**config.mk**
```make
export PLATFORM = sky130hd
export DESIGN_NAME = keypad_scan
export DESIGN_NICKNAME = d
export VERILOG_FILES = /design/src/rtl/keypad_pkg.sv /design/src/rtl/decode2.sv /design/src/rtl/keypad_scan.sv
export SDC_FILE = /design/constraint.sdc
export NUM_CORES = 1
export LEC_CHECK = 0
export ABC_AREA = 1
export CAP_MARGIN = 40
export CORE_UTILIZATION = 50
export CTS_BUF_LIST = sky130_fd_sc_hd__clkbuf_4 sky130_fd_sc_hd__clkbuf_8 sky130_fd_sc_hd__clkbuf_16
export CTS_CLUSTER_DIAMETER = 200
export DETAILED_ROUTE_END_ITERATION = 10
export GPL_TIMING_DRIVEN = 0
export MAX_ROUTING_LAYER = met4
export PLACE_DENSITY = 0.71
export RECOVER_POWER = 25
export SLEW_MARGIN = 20
export SYNTH_ARGS = -nofsm -noshare
export SYNTH_HDL_FRONTEND = slang
export SYNTH_SLANG_ARGS = --single-unit
```
**constraint.sdc**
```tcl
create_clock -name clk -period 4 [get_ports clk]
set_clock_uncertainty 0.1 [all_clocks]
set_input_delay 0.8 -clock clk [delete_from_list [all_inputs] [get_ports clk]]
set_output_delay 0.8 -clock clk [all_outputs]
set_load 0.02 [all_outputs]
```
**src/rtl/keypad_pkg.sv**
```systemverilog
// Shared types and constants for the 4x4 keypad scanner.
package keypad_pkg;

  typedef enum logic [1:0] {
    ST_SCAN,
    ST_DEBOUNCE,
    ST_HELD,
    ST_RELEASE
  } state_t;

  localparam int SCAN_DIV_DEFAULT       = 1000;
  localparam int DEBOUNCE_SCANS_DEFAULT = 3;
  localparam logic [3:0] ROWS_IDLE      = 4'b1111;

  // Rows are active-low, so the first zero bit from index 0 up is the winner.
  function automatic logic [1:0] lowest_low_row(input logic [3:0] rows);
    if (!rows[0])      return 2'd0;
    else if (!rows[1]) return 2'd1;
    else if (!rows[2]) return 2'd2;
    else               return 2'd3;
  endfunction

endpackage

```
**src/rtl/decode2.sv**
```systemverilog
// 2-bit index to 4-bit one-hot-low decoder for the keypad column drive.
module decode2 (
  input  logic [1:0] idx,
  output logic [3:0] onehot_low
);

  assign onehot_low = ~(4'b0001 << idx);

endmodule

```
**src/rtl/keypad_scan.sv**
```systemverilog
// 4x4 keypad scanner: column scan, row synchronizer, press/release debounce.
module keypad_scan
  import keypad_pkg::*;
#(
  parameter int SCAN_DIV       = SCAN_DIV_DEFAULT,
  parameter int DEBOUNCE_SCANS = DEBOUNCE_SCANS_DEFAULT
) (
  input  logic       clk,
  input  logic       reset,
  input  logic [3:0] row,
  output logic [3:0] col,
  output logic [3:0] key_code,
  output logic       key_valid,
  output logic       key_held
);

  localparam int CNT_W   = $clog2(SCAN_DIV);
  localparam int MATCH_W = $clog2(DEBOUNCE_SCANS + 1);
  localparam logic [CNT_W-1:0]   CNT_LAST     = CNT_W'(SCAN_DIV - 1);
  localparam logic [MATCH_W-1:0] MATCH_TARGET = MATCH_W'(DEBOUNCE_SCANS);
  localparam logic [MATCH_W-1:0] MATCH_ONE    = MATCH_W'(1);

  logic [3:0]         row_meta, row_sync;
  logic [CNT_W-1:0]   period_cnt;
  logic               sample, row_low;

  state_t             state, state_next;
  logic [1:0]         col_idx, col_idx_next;
  logic [1:0]         row_idx, row_idx_next;
  logic [3:0]         row_pat, row_pat_next;
  logic [MATCH_W-1:0] match_cnt, match_next, match_inc;
  logic [3:0]         key_code_next;
  logic               key_valid_next, key_held_next;

  always_ff @(posedge clk or posedge reset) begin
    if (reset) begin
      row_meta <= ROWS_IDLE;
      row_sync <= ROWS_IDLE;
    end else begin
      row_meta <= row;
      row_sync <= row_meta;
    end
  end

  // Sampling on the last count of each period gives the columns time to settle.
  always_ff @(posedge clk or posedge reset) begin
    if (reset)       period_cnt <= '0;
    else if (sample) period_cnt <= '0;
    else             period_cnt <= period_cnt + 1'b1;
  end

  assign sample    = (period_cnt == CNT_LAST);
  assign row_low   = (row_sync != ROWS_IDLE);
  assign match_inc = (match_cnt == MATCH_TARGET) ? match_cnt : match_cnt + 1'b1;

  always_ff @(posedge clk or posedge reset) begin
    if (reset) begin
      state     <= ST_SCAN;
      col_idx   <= 2'd0;
      row_idx   <= 2'd0;
      row_pat   <= ROWS_IDLE;
      match_cnt <= '0;
      key_code  <= 4'd0;
      key_valid <= 1'b0;
      key_held  <= 1'b0;
    end else begin
      state     <= state_next;
      col_idx   <= col_idx_next;
      row_idx   <= row_idx_next;
      row_pat   <= row_pat_next;
      match_cnt <= match_next;
      key_code  <= key_code_next;
      key_valid <= key_valid_next;
      key_held  <= key_held_next;
    end
  end

  always_comb begin
    state_next     = state;
    col_idx_next   = col_idx;
    row_idx_next   = row_idx;
    row_pat_next   = row_pat;
    match_next     = match_cnt;
    key_code_next  = key_code;
    key_valid_next = 1'b0;
    key_held_next  = key_held;

    if (sample) begin
      case (state)
        ST_SCAN: begin
          if (row_low) begin
            row_idx_next = lowest_low_row(row_sync);
            row_pat_next = row_sync;
            match_next   = MATCH_ONE;
            if (DEBOUNCE_SCANS == 1) begin
              key_code_next  = {lowest_low_row(row_sync), col_idx};
              key_valid_next = 1'b1;
              key_held_next  = 1'b1;
              state_next     = ST_HELD;
            end else begin
              state_next = ST_DEBOUNCE;
            end
          end else begin
            col_idx_next = col_idx + 2'd1;
          end
        end

        ST_DEBOUNCE: begin
          if (row_sync == row_pat) begin
            match_next = match_inc;
            if (match_inc == MATCH_TARGET) begin
              key_code_next  = {row_idx, col_idx};
              key_valid_next = 1'b1;
              key_held_next  = 1'b1;
              state_next     = ST_HELD;
            end
          end else begin
            match_next   = '0;
            col_idx_next = col_idx + 2'd1;
            state_next   = ST_SCAN;
          end
        end

        // Extra keys only matter through row_low; the frozen column hides most of them.
        ST_HELD: begin
          if (!row_low) begin
            match_next = MATCH_ONE;
            if (DEBOUNCE_SCANS == 1) begin
              key_held_next = 1'b0;
              col_idx_next  = col_idx + 2'd1;
              state_next    = ST_SCAN;
            end else begin
              state_next = ST_RELEASE;
            end
          end
        end

        ST_RELEASE: begin
          if (!row_low) begin
            match_next = match_inc;
            if (match_inc == MATCH_TARGET) begin
              key_held_next = 1'b0;
              col_idx_next  = col_idx + 2'd1;
              state_next    = ST_SCAN;
            end
          end else begin
            state_next = ST_HELD;
          end
        end

        default: state_next = ST_SCAN;
      endcase
    end
  end

  decode2 u_col_decode (
    .idx        (col_idx),
    .onehot_low (col)
  );

endmodule

```
; ---- After elaboration in Yosys (flattened, before gate mapping)
; Cells that the tools add are included.
[op_classes]
bitwise_logic = 1
n_shift = 1
n_reduce_logical = 9
addsub = 3
n_mux = 30
eq_ne = 18
[op_table]
columns = op, n
row1 = $mux W2, 16
row2 = $ne A2 B2 Y1 const B, 8
row3 = $pmux W2 S4, 2
row4 = $reduce_and A6 Y1, 2
row5 = $add A10 B1 Y10 const B, 1
row6 = $eq A10 B10 Y1 const B, 1
row7 = $mux W10, 1
row8 = $mux W1, 9
row9 = $eq A2 B2 Y1 const B, 4
row10 = $reduce_and A4 Y1, 2
row11 = $ne A3 B3 Y1 const B, 2
row12 = $pmux W2 S3, 1
row13 = $reduce_and A5 Y1, 1
row14 = $add A2 B1 Y2 const B, 2
row15 = $eq A4 B4 Y1, 1
row16 = $ne A4 B4 Y1 const B, 1
row17 = $not A4 Y4, 1
row18 = $shl A1 B2 Y4 const A, 1
row19 = $reduce_and A3 Y1, 1
row20 = $reduce_bool A3 Y1, 1
row21 = $eq A2 B1 Y1 const B, 1
row22 = $logic_not A2 Y1, 1
row23 = $pmux W1 S2, 1
row24 = $reduce_bool A2 Y1, 1
[totals]
ff_bits = 36
out_inout_bits = 10
in_bits = 6

; ---- Logic depth before layout (Yosys ltp)
; Gate-level depths: netlist of the first run.
[logic_depth]
word_depth = 7
mapped_depth = 10
ltp_nobuf = 10

; ---- Cells and area by module
; A second synthesis of the first run with hierarchy kept.
[unflattened]
cells_unflattened = 211
area_unflattened_um2 = 1756.7
[by_module_without_submodules]
columns = module, cells_per_inst, n_inst, area_per_inst_um2
row1 = keypad_scan, 205, 1, 1734.2
row2 = decode2, 6, 1, 22.5

; ---- Worst setup path before layout of the first run
; No wires, ideal clock.
[synth_timing]
path_type = reg-to-output
start = reg col_idx[0]
end = out col[0]
slack_ns = 2.325
arrival_time_ns = 0.775
path_stages_with_launch = 4
cell_sequence = dfrtp_1 -> inv_1 -> ha_1 -> inv_1
[synth_between]
elab_chain_len = 2
[synth_lines]
columns = element, line_no
row1 = from (decl), keypad_scan.sv:28  ; logic [1:0] col_idx, col_idx_next;
row2 = from (signal assigned), keypad_scan.sv:68  ; col_idx <= col_idx_next;
row3 = $shl A1 B2 Y4, decode2.sv:7  ; assign onehot_low = ~(4'b0001 << idx);
row4 = $not A4 Y4, decode2.sv:7
row5 = to (decl), keypad_scan.sv:11  ; output logic [3:0] col,
; No other way between the ends.

; ---- Worst setup path in the final report of the first run
; Ends and elaborated chain as after synthesis.

==> flow_summary.toml, run 1 <==
[run_status]
status = "finished, final reports clean"

[sta]
max_slew_margin_pct = 14.0
finalSetupViolations = 0
fin_setup_tns_ns = 0
finalCritPeriodShare_pct = 64.8
fin_ws_ns = 1.41
whs_ns = 0.262
slew_violations = 0
worst-slew-pin-transition_ns = 1.29
rsz0062_at_grt = "false"
fmax_mhz = 386
fin_crit_ns = 2.59
hold_viol = 0

[place]
place_area_um2 = 2000
pre_cts_ws_ns = 1.79
placedCellCount = 265
gp_congestion = 0.845
place_hpwl_um = 2230
io_buffers = 15

[setup_path]
critPathSlowestCell = "clkdlybuf4s50_1"
criticalPathCategory = "reg2out"
startpoint = "col_idx[0]"
crit_required_ns = 3.10
worstPathCellList = "inv_1 -> ha_1 -> inv_1 -> clkdlybuf4s50_1"
timing.rr.end = "row_idx[0]"
critical_path.endpoint = "col[0]"
arrival_ns = 1.69
r2r-start = "period_cnt[0]"
path_delay_family = "buffers and inverters"
end_kind = "primary output"
cp_common_cell = "inv_1"
worstPathMaxFanout = 4
ff2ff_setup_slack_ns = 1.75
rr_worst_depth = 9
cp.depth = 4
crit_buf_inv = 3
worstSetupStartpointType = "register"
max_stage_delay_ns = 0.58

[finish]
syn_to_final_growth_pct = 13.7
nFillCells = 278
final_nets = 237
layout_commonest_cell = "nand2_1"
stdcell_area_um2 = 2030
multi_input_area_um2 = 723
mostFrequentLayoutCells = "nand2_1 (62), inv_1 (24), dfrtp_1 (24)"
seq_area_um2 = 916
fin_util_pct = 60.0
layout.cells.non_filler = 273
drive_above_1_share_pct = 22.0
antenna_cells = 0

[detailed_routing]
route.antenna.remaining_nets = 0
drc = 0
vias = 1316
routed_wirelength_um = 2940
first_iter_violations = 48
wl_per_cell_um = 10.8
firstDrtPassIters = 4
via_per_inst = 4.82

[cts]
clk_latency_ns = 0.35
cts.sinks = 36
postCtsHoldBufs = 0
htreeDepth = 2
cts-resized-gates = 0
cts_buffers = 5
cts-root-buf = "clkbuf_4"
cts_setup_buffers = 0
tritoncts = "yes"
clkTransAtPathRegs_ns = 0.11
clockBufferDepth = 2

[grt]
track_usage_pct = 19.9
grt_max_degree = 37
grt_pass1_wl_um = 5170
grt_antenna_before_repair = 0
grt-ovfl-total = 0
first_global_vias = 1297

[power]
p_leak_nw = 0.968
p_per_area_nw_per_um2 = 287
vdd_drop_max_v = 0.000195
power.total_mw = 0.584

[logic_synthesis]
synth_top_area_share_pct = 33.6
synth_cell_types = 29
yosys.area.top_type = "dfrtp_1"
avgSynthCellArea_um2 = 8.77
netlist_top_cells_area = "dfrtp_1 (34%), dfstp_2 (18%), nand2_1 (13%)"
yosys_warnings = 0
synth_nets = 215
syn_area_um2 = 1790
ys_ff_latch = 36
ys_seq_area_share_pct = 51.2
postSynthCellCount = 204

[floorplan]
die_x_um = 61.8
dieArea_um2 = 3820
io_pins = 16
chipHeight_um = 61.8
rows = 21
core_area_um2 = 3390
start_util_pct = 52.8

[min_path]
hp-class = "reg2reg"

[flow_run]
max_cap_violations = 0
-- layout make-up --
type | instances | share of cell area [%]
clock buffer | 5 | 1.85
tap | 46 | 2.83
clock inverter | 3 | 0.923
multi-input combinational | 136 | 35.5
buffer | 1 | 0.554
inverter | 31 | 5.90
timing repair buffer | 15 | 7.38
sequential | 36 | 45.0
-- logic make-up after synthesis --
| family | count (synthesis) | share of synthesized area [%] |
|---|---|---|
| AOI/OAI and AO/OA | 19 | 6.57 |
| xor gates and xnor gates | 3 | 1.47 |
| adders and majority gates | 5 | 3.50 |
| DFF | 36 | 51.2 |
| buffers and inverters | 32 | 7.55 |
| and+or+nand+nor | 109 | 29.7 |
-- synth_stat cells --
cell type and instances:
inv_2 4, nand3_4 2, nand2_1 61, buf_6 1, dfrtp_1 24, inv_1 24
or2_2 1, clkinv_4 1, nand3b_1 1, a31oi_1 1, nand3_1 6, a21oi_1 4
ha_1 5, nand2_4 1, nand2_2 4, o31ai_1 1, xor2_1 3, nor2_4 4
nand4_1 1, and3_1 2, nor2_1 15, clkinv_2 2, o21ai_2 5, o21ai_1 4
o21ai_0 4, dfstp_2 12, nor3_1 4, nand3_2 1, nor2_2 6
-- per-layer routing --
metal / GRT usage, % / share of wire, % / routed length, µm / vias to the layer above
met5: - / 0 / 0 / -
met3: 6.42 / 3.2 / 94 / 9
li1: - / - / - / 666
met1: 19.4 / 41 / 1190 / 612
met4: 9.52 / 2.6 / 76 / 0
met2: 35.5 / 54 / 1570 / 29
-- state kept, by name (all words and copies together), names as in the netlist --
name        cells
row_idx         2
row_meta        4
period_cnt     10
key_held        1
col_idx         2
row_sync        4
key_valid       1
state           2
row_pat         4
key_code        4
match_cnt       2
-- where the power goes --
| group | total, mW | leakage, nW | internal [mW] | switching [mW] |
|---|---|---|---|---|
| Clock | 0.190 | 0.0349 | 0.0673 | 0.122 |
| Sequential | 0.374 | 0.446 | 0.371 | 0.00265 |
| Combinational | 0.0200 | 0.487 | 0.00621 | 0.0137 |
| Total | 0.584 | 0.968 | 0.445 | 0.139 |
-- worst min-delay path by stage --
stage	depth (start not counted)	slack, ns	to	from
final	0	0.26	row_sync[3]	row_meta[3]
after global routing	0	0.27	row_sync[3]	row_meta[3]
after CTS	0	0.26	row_sync[3]	row_meta[3]
after detailed placement	0	0.25	row_sync[3]	row_meta[3]
after global placement	0	0.25	row_sync[3]	row_meta[3]
after floorplan	0	0.25	row_sync[0]	row_meta[0]
Note: power is estimated with default switching activity, not from simulation.
==> run 2: changes to the inputs <==
- PLACE_DENSITY: 0.71 -> 0.74
- clock period: 4 -> 2.29 ns (I/O delays scaled with it)
==> run 2 against run 1 <==
- sequential share of layout area decreased by 0.98 points
- combinational power increased by 72%
- first-iteration DRC count unchanged
- critical path type unchanged
==> flow_summary.toml, run 2 (synthesized netlist as in run 1, its figures left out) <==
[power]
combPwrFrac_pct = 3.2
p_leak_nw = 1.00
p_sw_share_pct = 21.1
power.total_mw = 1.09
power.share.sequential_pct = 60.1
cellInternalPower_mw = 0.856
p_per_area_nw_per_um2 = 522
p_sw_mw = 0.230
p_clk_share_pct = 36.7
vdd_drop_max_v = 0.000410

[cts]
htreeDepth = 2
cts-root-buf = "clkbuf_4"
tritoncts = "yes"
clk_latency_ns = 0.34
clkTransAtPathRegs_ns = 0.10
cts.sinks = 36
cts_buffers = 5
clockBufferDepth = 2
postCtsHoldBufs = 0

[setup_path]
cp.depth = 3
critPathSlowestCell = "clkdlybuf4s50_1"
arrival_ns = 1.59
criticalPathCategory = "reg2out"
startpoint = "col_idx[0]"
crit_buf_inv = 2
r2r-start = "period_cnt[0]"
rr_worst_depth = 9
worstPathCellList = "ha_1 -> inv_1 -> clkdlybuf4s50_1"
ff2ff_setup_slack_ns = 0.61
crit_required_ns = 1.73
timing.rr.end = "row_idx[0]"
end_kind = "primary output"
worstPathMaxFanout = 4
max_stage_delay_ns = 0.58
path_delay_family = "buffers and inverters"
critical_path.endpoint = "col[3]"
worstSetupStartpointType = "register"

[grt]
grt_pass1_wl_um = 4880
grt_antenna_before_repair = 0
track_usage_pct = 18.6
grt-ovfl-total = 0
grt_max_degree = 37
first_global_vias = 1188

[floorplan]
core_area_um2 = 3390
start_util_pct = 52.8
dieArea_um2 = 3820
io_pins = 16
rows = 21
chipHeight_um = 61.8
die_x_um = 61.8

[sta]
hold_viol = 0
max_slew_margin_pct = 15.1
finalCritPeriodShare_pct = 93.9
whs_ns = 0.256
fmax_mhz = 465
rsz0062_at_grt = "false"
slew_violations = 0
fin_crit_ns = 2.15
finalSetupViolations = 0
worst-slew-pin-transition_ns = 1.27
fin_setup_tns_ns = 0

[finish]
syn_to_final_growth_pct = 16.2
final_nets = 237
nFillCells = 282
stdcell_area_um2 = 2080
fin_util_pct = 61.4
largest_register_ffs = 10
antenna_cells = 0
drive_above_1_share_pct = 22.9
largest-register = "period_cnt"
mostFrequentLayoutCells = "nand2_1 (61), inv_1 (24), dfrtp_1 (24)"
layout_commonest_cell = "nand2_1"

[detailed_routing]
vias = 1292
drc = 0
routed_wirelength_um = 2700
via_per_inst = 4.73
firstDrtPassIters = 4
route.antenna.remaining_nets = 0
wl_per_cell_um = 9.89
first_iter_violations = 48

[run_status]
status = "finished, final reports clean"

[place]
io_buffers = 15
place_hpwl_um = 1960
place_area_um2 = 2000
gp_congestion = 0.857

[flow_run]
max_cap_violations = 0

[min_path]
hp-class = "reg2reg"
-- run 2: worst min path at each step --
| stage | startpoint | end | slack [ns] | depth (start not counted) |
|---|---|---|---|---|
| 3_5_place_dp | row_meta[2] | row_sync[2] | 0.25 | 0 |
| 5_1_grt | row_meta[0] | row_sync[0] | 0.26 | 0 |
| 6_report | row_meta[0] | row_sync[0] | 0.26 | 0 |
| 2_1_floorplan | row_meta[0] | row_sync[0] | 0.25 | 0 |
| 3_3_place_gp | row_meta[1] | row_sync[1] | 0.25 | 0 |
| 4_1_cts | row_meta[0] | row_sync[0] | 0.26 | 0 |
-- run 2: stage by stage --
| stage | worst slack, ns | cells |
|---|---|---|
| global placement | 0.175 | 265 |
| floorplan | 0.774 | 204 |
| CTS | 0.0276 | 273 |
| finish | 0.140 | 273 |
| detailed placement | 0.418 | 265 |
| global route | 0.0185 | 273 |
-- run 2: power groups by stage --
stage,combinational [mW],sequential (mW),clock (mW)
6_report,0.0345,0.653,0.398
3_3_place_gp,0.0370,0.665,0
3_5_place_dp,0.0375,0.665,0
5_1_grt,0.0394,0.655,0.441
2_1_floorplan,0.0238,0.664,0
4_1_cts,0.0379,0.654,0.420
-- run 2: per-layer routing --
metal	vias up	share of wire (%)	GRT usage (%)
li1	680	-	-
met3	6	3.7	6.21
met5	-	0	-
met4	0	2.4	8.89
met1	586	45	19.8
met2	20	48	31.2
-- run 2: repair_timing --
| action | CTS | global route |
|---|---|---|
| setup buffers | 0 | 0 |
| endpoints found under the setup margin | 0 | 3 |
| endpoints found under the hold margin | 0 | 0 |
| gates resized for setup | 0 | 3 |
-- run 2: worst register-to-register path: cells and delay by family, from the launching register on --
| kind | cells | cell delay (ns) |
|---|---|---|
| buf+inv | 2 | 0.28 |
| simple gates | 5 | 0.47 |
| compound gates | 1 | 0.06 |
| flops | 1 | 0.44 |
| fa+ha+maj | 1 | 0.22 |
-- run 2: cell type report --
type / count / area (µm²) / share of cell area (%)
plain buffers: 1 / 11.3 / 0.542
clock buffers: 7 / 70.1 / 3.37
clock inverters: 1 / 5.00 / 0.241
inverters: 31 / 124 / 5.96
multi-input cells: 136 / 738 / 35.5
flip-flops and latches: 36 / 916 / 44.0
well taps: 46 / 57.6 / 2.77
repair buffers: 15 / 158 / 7.58
